**src/rtl/tod_pkg.sv**
```systemverilog
// Shared definitions for the time-of-day core: field widths, limits,
// control FSM states, bus payload layouts and the display word packer.
package tod_pkg;

    localparam int unsigned HR_W    = 5;
    localparam int unsigned MIN_W   = 6;
    localparam int unsigned SEC_W   = 6;
    localparam int unsigned MS_W    = 10;
    localparam int unsigned TIME_W  = HR_W + MIN_W + SEC_W + MS_W;
    localparam int unsigned PRESC_W = 16;

    localparam int unsigned HR_MAX  = 23;
    localparam int unsigned MIN_MAX = 59;
    localparam int unsigned SEC_MAX = 59;

    typedef enum logic [1:0] {
        RUN  = 2'd0,
        LOAD = 2'd1,
        ERR  = 2'd2
    } tod_state_e;

    // Load request payload {hr, min, sec}
    typedef struct packed {
        logic [HR_W-1:0]  hr;
        logic [MIN_W-1:0] min;
        logic [SEC_W-1:0] sec;
    } tod_set_t;

    // Alarm payload {hr, min}
    typedef struct packed {
        logic [HR_W-1:0]  hr;
        logic [MIN_W-1:0] min;
    } tod_alarm_t;

    // Packs the 27-bit time word {hr, min, sec, ms}
    function automatic logic [TIME_W-1:0] tod_pack(
        input logic [HR_W-1:0]  hr,
        input logic [MIN_W-1:0] mn,
        input logic [SEC_W-1:0] sec,
        input logic [MS_W-1:0]  ms
    );
        return {hr, mn, sec, ms};
    endfunction

endpackage

```
**src/rtl/tod_hr_format.sv**
```systemverilog
// Display hour formatter: applies the DST offset (wrapping 0 -> 23) and the
// 12/24-hour presentation to a canonical hour.
//   hr_i        canonical hour 0..23
//   dst_en_i    show hour minus one, mod 24
//   mode_24h_i  1 = 0..23, 0 = 1..12
//   hr_disp_c_o display hour (combinational)
//   pm_c_o      DST-adjusted hour >= 12 (combinational)
module tod_hr_format
    import tod_pkg::*;
(
    input  logic [HR_W-1:0] hr_i,
    input  logic            dst_en_i,
    input  logic            mode_24h_i,
    output logic [HR_W-1:0] hr_disp_c_o,
    output logic            pm_c_o
);

    logic [HR_W-1:0] dst_hr;
    logic [HR_W-1:0] h12;

    always_comb begin
        dst_hr = hr_i;
        // Midnight wraps to 23 instead of decrementing, so no underflow
        if (dst_en_i) begin
            dst_hr = (hr_i == '0) ? HR_W'(HR_MAX) : hr_i - HR_W'(1);
        end
        pm_c_o = (dst_hr >= HR_W'(12));
        h12    = pm_c_o ? dst_hr - HR_W'(12) : dst_hr;
        if (h12 == '0) begin
            h12 = HR_W'(12);
        end
        hr_disp_c_o = mode_24h_i ? dst_hr : h12;
    end

endmodule

```
**src/rtl/tod_clock_core.sv**
```systemverilog
// Time-of-day core: canonical 24-hour hr/min/sec/ms counters advanced by a
// prescaled tick, with validated load handshake, alarm and day pulses, and a
// registered display word in 12/24-hour format with optional DST offset.
//   kh_clk, reset_n  clock, async active-low reset
//   run              advance enable (prescaler holds when low)
//   mode_24h, dst_en display controls
//   set_valid/ready  load handshake, set_time = {hr, min, sec}
//   set_err          pulse on rejected load
//   alarm_en/time    alarm compare {hr, min} -> alarm_pulse
//   day_tick         pulse on midnight rollover
//   pm, disp_time    formatted display outputs
module tod_clock_core #(
    parameter int unsigned CLK_DIV    = 1,
    parameter int unsigned MS_PER_SEC = 1000,
    parameter int unsigned HR_W       = 5
) (
    input  logic        kh_clk,
    input  logic        reset_n,
    input  logic        run,
    input  logic        mode_24h,
    input  logic        dst_en,
    input  logic        set_valid,
    output logic        set_ready,
    input  logic [16:0] set_time,
    output logic        set_err,
    input  logic        alarm_en,
    input  logic [10:0] alarm_time,
    output logic        alarm_pulse,
    output logic        day_tick,
    output logic        pm,
    output logic [26:0] disp_time
);
    import tod_pkg::*;

    localparam int unsigned FLD_HR_W = tod_pkg::HR_W;

    localparam logic [PRESC_W-1:0]  PRESC_LAST = PRESC_W'(CLK_DIV - 1);
    localparam logic [MS_W-1:0]     MS_LAST    = MS_W'(MS_PER_SEC - 1);
    localparam logic [SEC_W-1:0]    SEC_LAST   = SEC_W'(SEC_MAX);
    localparam logic [MIN_W-1:0]    MIN_LAST   = MIN_W'(MIN_MAX);
    localparam logic [HR_W-1:0]     HR_LAST    = HR_W'(HR_MAX);
    localparam logic [FLD_HR_W-1:0] SET_HR_MAX = FLD_HR_W'(HR_MAX);

    tod_state_e state_q, state_d;
    tod_set_t   ld_q, ld_d;
    tod_set_t   set_s;
    tod_alarm_t alm_s;

    logic [HR_W-1:0]    hr_q, hr_d;
    logic [MIN_W-1:0]   min_q, min_d;
    logic [SEC_W-1:0]   sec_q, sec_d;
    logic [MS_W-1:0]    ms_q, ms_d;
    logic [PRESC_W-1:0] presc_q, presc_d;

    logic               set_ready_q, set_ready_d;
    logic               set_err_q, set_err_d;
    logic               alarm_q, alarm_d;
    logic               day_q, day_d;
    logic               pm_q;
    logic [TIME_W-1:0]  disp_q, disp_d;

    logic               hs, set_ok, tick, commit;
    logic [FLD_HR_W-1:0] fmt_hr_c;
    logic               fmt_pm_c;

    assign set_s  = tod_set_t'(set_time);
    assign alm_s  = tod_alarm_t'(alarm_time);
    assign hs     = set_valid & set_ready_q;
    assign set_ok = (set_s.hr <= SET_HR_MAX) && (set_s.min <= MIN_LAST)
                  && (set_s.sec <= SEC_LAST);

    // Control FSM, prescaler and time counter next-state
    always_comb begin
        state_d = state_q;
        ld_d    = ld_q;
        hr_d    = hr_q;
        min_d   = min_q;
        sec_d   = sec_q;
        ms_d    = ms_q;
        presc_d = presc_q;
        tick    = 1'b0;
        commit  = 1'b0;
        day_d   = 1'b0;

        unique case (state_q)
            RUN: begin
                // A load request outranks a coincident tick
                if (hs) begin
                    ld_d    = set_s;
                    state_d = set_ok ? LOAD : ERR;
                end else if (run) begin
                    if (presc_q == PRESC_LAST) begin
                        presc_d = '0;
                        tick    = 1'b1;
                    end else begin
                        presc_d = presc_q + PRESC_W'(1);
                    end
                end
            end
            LOAD: begin
                hr_d    = HR_W'(ld_q.hr);
                min_d   = ld_q.min;
                sec_d   = ld_q.sec;
                ms_d    = '0;
                presc_d = '0;
                commit  = 1'b1;
                state_d = RUN;
            end
            ERR: begin
                state_d = RUN;
            end
            default: begin
                state_d = RUN;
            end
        endcase

        // Ripple carry ms -> sec -> min -> hr
        if (tick) begin
            if (ms_q == MS_LAST) begin
                ms_d = '0;
                if (sec_q == SEC_LAST) begin
                    sec_d = '0;
                    if (min_q == MIN_LAST) begin
                        min_d = '0;
                        if (hr_q == HR_LAST) begin
                            hr_d  = '0;
                            day_d = 1'b1;
                        end else begin
                            hr_d = hr_q + HR_W'(1);
                        end
                    end else begin
                        min_d = min_q + MIN_W'(1);
                    end
                end else begin
                    sec_d = sec_q + SEC_W'(1);
                end
            end else begin
                ms_d = ms_q + MS_W'(1);
            end
        end
    end

    // Output next-state, derived from the time being committed this edge
    always_comb begin
        set_ready_d = (state_d == RUN);
        set_err_d   = (state_d == ERR);
        alarm_d     = alarm_en && (tick || commit)
                    && (hr_d == HR_W'(alm_s.hr)) && (min_d == alm_s.min)
                    && (sec_d == '0) && (ms_d == '0);
        disp_d      = tod_pack(fmt_hr_c, min_d, sec_d, ms_d);
    end

    tod_hr_format u_hr_format (
        .hr_i        (FLD_HR_W'(hr_d)),
        .dst_en_i    (dst_en),
        .mode_24h_i  (mode_24h),
        .hr_disp_c_o (fmt_hr_c),
        .pm_c_o      (fmt_pm_c)
    );

    always_ff @(posedge kh_clk or negedge reset_n) begin
        if (!reset_n) begin
            state_q     <= RUN;
            ld_q        <= '0;
            hr_q        <= '0;
            min_q       <= '0;
            sec_q       <= '0;
            ms_q        <= '0;
            presc_q     <= '0;
            set_ready_q <= 1'b0;
            set_err_q   <= 1'b0;
            alarm_q     <= 1'b0;
            day_q       <= 1'b0;
            pm_q        <= 1'b0;
            disp_q      <= '0;
        end else begin
            state_q     <= state_d;
            ld_q        <= ld_d;
            hr_q        <= hr_d;
            min_q       <= min_d;
            sec_q       <= sec_d;
            ms_q        <= ms_d;
            presc_q     <= presc_d;
            set_ready_q <= set_ready_d;
            set_err_q   <= set_err_d;
            alarm_q     <= alarm_d;
            day_q       <= day_d;
            pm_q        <= fmt_pm_c;
            disp_q      <= disp_d;
        end
    end

    assign set_ready   = set_ready_q;
    assign set_err     = set_err_q;
    assign alarm_pulse = alarm_q;
    assign day_tick    = day_q;
    assign pm          = pm_q;
    assign disp_time   = disp_q;

endmodule

```
**config.mk**
```make
export PLATFORM = sky130hd
export DESIGN_NAME = tod_clock_core
export DESIGN_NICKNAME = d
export VERILOG_FILES = /design/src/rtl/tod_pkg.sv /design/src/rtl/tod_hr_format.sv /design/src/rtl/tod_clock_core.sv
export SDC_FILE = /design/constraint.sdc
export NUM_CORES = 1
export LEC_CHECK = 0
export ABC_AREA = 1
export CAP_MARGIN = 20
export CORE_MARGIN = 2
export CORE_UTILIZATION = 59
export DETAILED_ROUTE_END_ITERATION = 12
export GPL_ROUTABILITY_DRIVEN = 0
export GPL_TIMING_DRIVEN = 0
export PLACE_DENSITY = 0.87
export SLEW_MARGIN = 20
export SYNTH_ARGS = -nofsm -noshare
export SYNTH_HDL_FRONTEND = slang
export SYNTH_SLANG_ARGS = --single-unit
```
**constraint.sdc**
```tcl
create_clock -name kh_clk -period 4.7 [get_ports kh_clk]
set_clock_uncertainty 0.05 [all_clocks]
set_input_delay 0.94 -clock kh_clk [delete_from_list [all_inputs] [get_ports kh_clk]]
set_output_delay 0.94 -clock kh_clk [all_outputs]
set_load 0.005 [all_outputs]
```
==> impl_metrics.tcl, run 1 <==
set metrics [dict create \
    num_vias 4023 \
    synth_compound_area_share_pct 10.6 \
    layoutNonFillerInstCount 743 \
    place_inst 727 \
    cts_sinks 72 \
    wirelength_um 10300 \
    initial_core_util_pct 59.8 \
    core_um2 7140 \
    vias_per_cell 5.41 \
    synth-simple-area-share_pct 31.9 \
    crit_required_ns 4.90 \
    pwr-share-clk_pct 18.7 \
    worst-setup-path-type "primary input to flip-flop" \
    cts.reportedPaths.clkPinSlew_ns 0.09 \
    nFillCells 573 \
    synth_warnings 0 \
    path_cells "clkdlybuf4s50_1, nand2_1, nand3_4, inv_2, nand3_2, nor2_2, nand2_1, nand2_4, ha_1, nand3_1, nor2_1, nand2_2, nand2_2, clkinv_1, ha_1, nand3_1, nand2_1, nand2_1, nand2_1, o21ai_0, nand2_1" \
    dp_hpwl_um 7960 \
    dr.pass1.iters 5 \
    synthArstFlopShare_pct 100 \
    synthesis.nets 604 \
    r2r-start "disp_time[16]" \
    hold_path.class "primary input to async pin" \
    switching_power_uw 942 \
    synth_xor_xnor_area_share_pct 2.46 \
    h-tree-depth 3 \
    syn2layout_area_growth_pct 23.0 \
    antenna_found_initial 0 \
    reg2reg_slack_ns 1.38 \
    holdBufCountCts 0 \
    setup_viol 0 \
    synth_edf_count 0 \
    muxShareOfSynthArea_pct 2.34 \
    vdd_drop_max_v 0.000285 \
    cp.arrival_ns 3.84 \
    powerDensity_nw_per_um2 447 \
    ys_top_cells_by_count "125 x nand2_1, 73 x inv_1, 72 x dfrtp_1, 70 x nor2_1, 36 x o21ai_0" \
    synthCells 561 \
    die_h_um 89.1 \
    drtIter0Drc 153 \
    tns_ns 0 \
    multi_input_area_um2 2120 \
    ys.flop_type "dfrtp_1" \
    die_w_um 89.1 \
    worst-path-buf-inv 3 \
    maxCapViolations 0 \
    slew_headroom_pct 59.0 \
    crit_fanout 6 \
    status "completed" \
    pwr-share-comb_pct 43.0 \
    syn_area_um2 4270 \
    wl_per_cell_um 13.9 \
    max_clock_freq_ghz 0.275 \
    boundaryPins 67 \
    yosys.area.top_type "dfrtp_1" \
    synth_area_leaders "dfrtp_1 42%, nand2_1 11%, inv_1 6.4%" \
    drc 0 \
    seq_area_um2 1800 \
    nNetsFinal 682 \
    finalHoldViolCount 0 \
    synth_top_area_share_pct 42.2 \
    clk_latency_ns 0.35 \
    power_leakage_uw 0.00249 \
    synth.avg_cell_area_um2 7.61 \
    post_cts_resized 0 \
    seqPwrFrac_pct 38.3 \
    period_needed_ns 3.64 \
    grt_pass1_vias 3871 \
    synth_seq_cells 72 \
    numCtsBuffers 9 \
    synth-adder-area-share_pct 2.34 \
    reg2reg_depth 20 \
    drive_gt1_share_pct 12.4 \
    diodes 0 \
    synth_cell_type_count 42 \
    worstSetupStartpointType "primary input" \
    grt-ovfl-total 0 \
    fin_crit_sh_pct 77.5 \
    end_kind "flip-flop" \
    switching_share_pct 40.1 \
    ys_seq_area_share_pct 42.2 \
    clockBufferDepth 2 \
    synth_top_family_by_area "simple AND/OR/NAND/NOR gates" \
    grt_pass1_wl_um 17200 \
    grt_use_total_pct 28.2 \
    critPathSlowestCell "clkdlybuf4s50_1" \
    cts_root_buf "clkbuf_8" \
    cpPeakStageDelay_ns 0.39 \
    ant_nets 0 \
    cts_setup_buffers 0 \
    rsz0062_at_grt "no" \
    die_area_um2 7930 \
    rows 31 \
    grt_max_degree 49 \
    cp_common_cell "nand2_1" \
    tightestPinTransition_ns 0.609 \
    port_buffers 66 \
    r2r-end "disp_time[24]" \
    internal_power_uw 1400 \
    synth_most_common_cell "nand2_1" \
    cts_tree "built" \
    critPathTopFamily "simple AND/OR/NAND/NOR gates" \
    drv_slew 0 \
]
[final cells by class]
cell class	instances	area share (%)
buffer	8	0.643
clock inverter	7	0.906
sequential	72	34.3
inverter	83	5.93
clock buffer	9	2.36
multi-input combinational	398	40.4
tap	99	2.36
timing repair buffer	67	13.1
[cell families (layout without fill, tap and decap cells)]
| family | count (synthesis) | after routing |
|---|---|---|
| fa+ha+maj | 8 | 8 |
| simple gates | 290 | 290 |
| xor+xnor | 12 | 12 |
| flops | 72 | 72 |
| buf+inv | 91 | 174 |
| mux | 9 | 9 |
| compound gates | 79 | 79 |
[per-layer routing]
layer | up-vias | routed length, µm | global-route usage (%) | share of wire [%]
met5 | - | 0 | 0 | 0
met4 | 0 | 342 | 14.1 | 3.3
met3 | 23 | 515 | 5.26 | 5.0
met2 | 138 | 5100 | 47.5 | 49
met1 | 1886 | 4360 | 34.7 | 42
li1 | 1976 | - | - | -
[registers in the layout (all words and copies together), names as in the netlist]
register / count
presc_q: 16
alarm_pulse: 1
hr_q: 5
ld_q: 17
set_err: 1
state_q: 2
set_ready: 1
day_tick: 1
disp_time: 27
pm: 1
[power groups by stage]
stage / combinational (µW) / sequential [µW] / clock [µW]
finish: 1010 / 898 / 439
global route: 1140 / 916 / 475
CTS: 1010 / 896 / 445
detailed placement: 999 / 904 / 0
global placement: 956 / 900 / 0
floorplan: 622 / 885 / 0
[how the worst max path moves through the flow]
| stage | start | end | slack (ns) | cells after the start |
|---|---|---|---|---|
| after floorplan | set_valid | disp_time[24] | 1.53 | 20 |
| after global placement | reset_n | ld_q[16] | 0.19 | 1 |
| after detailed placement | set_valid | disp_time[24] | 0.74 | 21 |
| after CTS | set_valid | disp_time[24] | 1.09 | 21 |
| after global routing | set_valid | disp_time[25] | 0.74 | 22 |
| final | set_valid | disp_time[24] | 1.06 | 21 |
[cell usage in the layout, fill, tap and decap left out, types with 3 or more instances in the layout]
master / instances
ha_1: 8
nand3_2: 7
nand2_2: 13
a21oi_1: 17
nor3_1: 8
a211oi_1: 3
nand4_1: 7
a31oi_1: 4
xor2_1: 10
nor2_4: 6
clkdlybuf4s50_1: 65
inv_2: 8
nor2_2: 8
nor4_1: 7
o21ai_0: 36
dfrtp_1: 72
clkinv_2: 3
nor2_1: 70
clkbuf_8: 9
inv_1: 73
nand2_1: 125
or2_2: 3
nand3_1: 31
buf_2: 3
o22ai_1: 4
o21ai_1: 5
mux2_2: 8
clkbuf_1: 5
[metrics by stage]
step	utilization, %	hold WS, ns	instance area, µm²	power [µW]	setup WS [ns]
3_5_place_dp	71.2	0.425	5080	1900	0.741
5_1_grt	73.6	0.446	5250	2530	0.743
2_1_floorplan	-	0.403	4270	1510	1.53
6_report	73.6	0.434	5250	2350	1.06
4_1_cts	73.6	0.444	5250	2350	1.09
3_3_place_gp	70.8	0.417	5050	1860	0.192
No activity file was read; power rests on OpenSTA's default activity.
==> run 2, diff against run 1 <==
CORE_UTILIZATION = 54   (was 59)
PLACE_DENSITY = 0.8   (was 0.87)
clock period = 3.5 ns   (was 4.7 ns; I/O delays follow)
==> impl_metrics.tcl, run 2 (synthesis gave the netlist of run 1 again) <==
set metrics [dict create \
    power_leakage_uw 0.00252 \
    setup_slack_ns 0.314 \
    grt_pass1_wl_um 17100 \
    status "completed" \
    dr.pass1.iters 6 \
    ant_nets 0 \
    finalHoldViolCount 0 \
    clockBufferDepth 2 \
    place_ws_ns -0.229 \
    wl_per_cell_um 13.6 \
    nNetsFinal 682 \
    seqPwrFrac_pct 36.6 \
    grt_max_degree 46 \
    grt_pass1_vias 3752 \
    clk_latency_ns 0.36 \
    worst-path-buf-inv 3 \
    cts_sinks 72 \
    wirelength_um 10100 \
    hold_path.class "primary input to async pin" \
    holdBufCountCts 0 \
    crit_fanout 6 \
    critPathSlowestCell "clkdlybuf4s50_1" \
    rsz0062_at_grt "no" \
    cpPeakStageDelay_ns 0.40 \
    setup_viol 0 \
    slew_headroom_pct 65.9 \
    switching_share_pct 38.4 \
    initial_core_util_pct 55.5 \
    worstSetupStartpointType "primary input" \
    largest_reg_flops 27 \
    end_kind "flip-flop" \
    worst-setup-path-type "primary input to flip-flop" \
    syn2layout_area_growth_pct 24.7 \
    crit_required_ns 3.71 \
    antenna_found_initial 0 \
    grt_use_total_pct 25.0 \
    pwr-share-comb_pct 41.2 \
    grt-ovfl-total 0 \
    drc 0 \
    period_needed_ns 3.19 \
    mostFrequentLayoutCell "nand2_1" \
    die_w_um 92.9 \
    num_vias 3919 \
    drv_slew 0 \
    cts.reportedPaths.clkPinSlew_ns 0.08 \
    rows 32 \
    postPlaceCellArea_um2 5080 \
    cts_root_buf "clkbuf_8" \
    vias_per_cell 5.25 \
    critPathTopFamily "simple AND/OR/NAND/NOR gates" \
    max_clock_freq_ghz 0.314 \
    switching_power_uw 1270 \
    die_area_um2 8630 \
    reg2reg_slack_ns 0.40 \
    internal_power_uw 2040 \
    numCtsBuffers 9 \
    h-tree-depth 3 \
    die_h_um 92.9 \
    port_buffers 66 \
    drtIter0Drc 244 \
    powerDensity_nw_per_um2 620 \
    diodes 0 \
    utilization_pct 69.2 \
    drive_gt1_share_pct 12.7 \
    cts_setup_buffers 0 \
    cp.arrival_ns 3.39 \
    post-route-cell-area_um2 5320 \
    pwr-share-clk_pct 22.2 \
    maxCapViolations 0 \
    tightestPinTransition_ns 0.507 \
    cts_tree "built" \
    fin_crit_sh_pct 91.0 \
    vdd_drop_max_v 0.000330 \
    cp_common_cell "nand2_1" \
    dp_hpwl_um 7750 \
    path_cells "clkdlybuf4s50_1, nand2_1, nand3_4, inv_2, nand3_4, nor2_4, nand2_1, nand2_4, ha_1, nand3_1, nor2_2, nand2_2, nand2_2, clkinv_1, ha_1, nand3_2, nand3_1, nand2_1, nand3_2, nor2_1, nor2_1" \
    core_um2 7690 \
    post_cts_resized 0 \
    final_cell_mix "125 x nand2_1, 73 x inv_1, 72 x dfrtp_1" \
    boundaryPins 67 \
]
==> run 2: worst paths after layout <==
kind,start,end,cells past startpoint
min in group kh_clk,ld_q[11],ld_q[11],2
worst max-delay path,set_valid,disp_time[25],21
max in group asynchronous,reset_n,disp_time[12],2
worst max register to register,disp_time[16],disp_time[25],20
worst min-delay path,reset_n,presc_q[11],1
worst min register to register,ld_q[11],ld_q[11],2
==> run 2: final cells by class <==
type / instances / area (µm²)
buffer: 8 / 33.8
clock buffer: 9 / 124
clock inverter: 7 / 96.3
fill: 624 / 2360
inverter: 83 / 312
multi-input combinational: 398 / 2140
sequential: 72 / 1800
tap: 102 / 128
timing repair buffer: 67 / 686
==> run 2: routing by layer <==
metal	up-vias	wire, µm	track usage (%)
met4	0	245	10.2
met2	134	4840	40.6
li1	1969	-	-
met5	-	0	0
met1	1792	4470	33.9
met3	24	563	3.50
==> run 2: per-stage QoR <==
| step | TNS, ns | cells | hold slack, ns | power [µW] |
|---|---|---|---|---|
| after floorplan | 0 | 561 | 0.354 | 2020 |
| after global placement | -55.30 | 729 | 0.420 | 2500 |
| after detailed placement | -0.453 | 730 | 0.428 | 2560 |
| after CTS | 0 | 746 | 0.215 | 3300 |
| after global routing | 0 | 746 | 0.227 | 3550 |
| final | 0 | 746 | 0.206 | 3300 |
==> run 2: worst register-to-register path, cell delays in order, from the launching register on <==
cell and delay (ns):
dfrtp_1 0.42, ha_1 0.22, nand3_1 0.09, nor2_2 0.21, nand2_2 0.12, nor2_4 0.18
nand3_2 0.09, nand2_2 0.16, ha_1 0.18, nand3_1 0.09, nor2_2 0.13, nand2_2 0.10
nand2_2 0.09, clkinv_1 0.09, ha_1 0.25, nand3_2 0.12, nand3_1 0.12, nand2_1 0.09
nand3_2 0.06, nor2_1 0.10, nor2_1 0.05
==> run 2: power by group through the flow <==
stage | Clock [µW] | Sequential, µW | Combinational [µW]
6_report | 734 | 1210 | 1360
3_3_place_gp | 0 | 1210 | 1290
4_1_cts | 744 | 1200 | 1350
2_1_floorplan | 0 | 1190 | 836
5_1_grt | 786 | 1230 | 1530
3_5_place_dp | 0 | 1210 | 1340
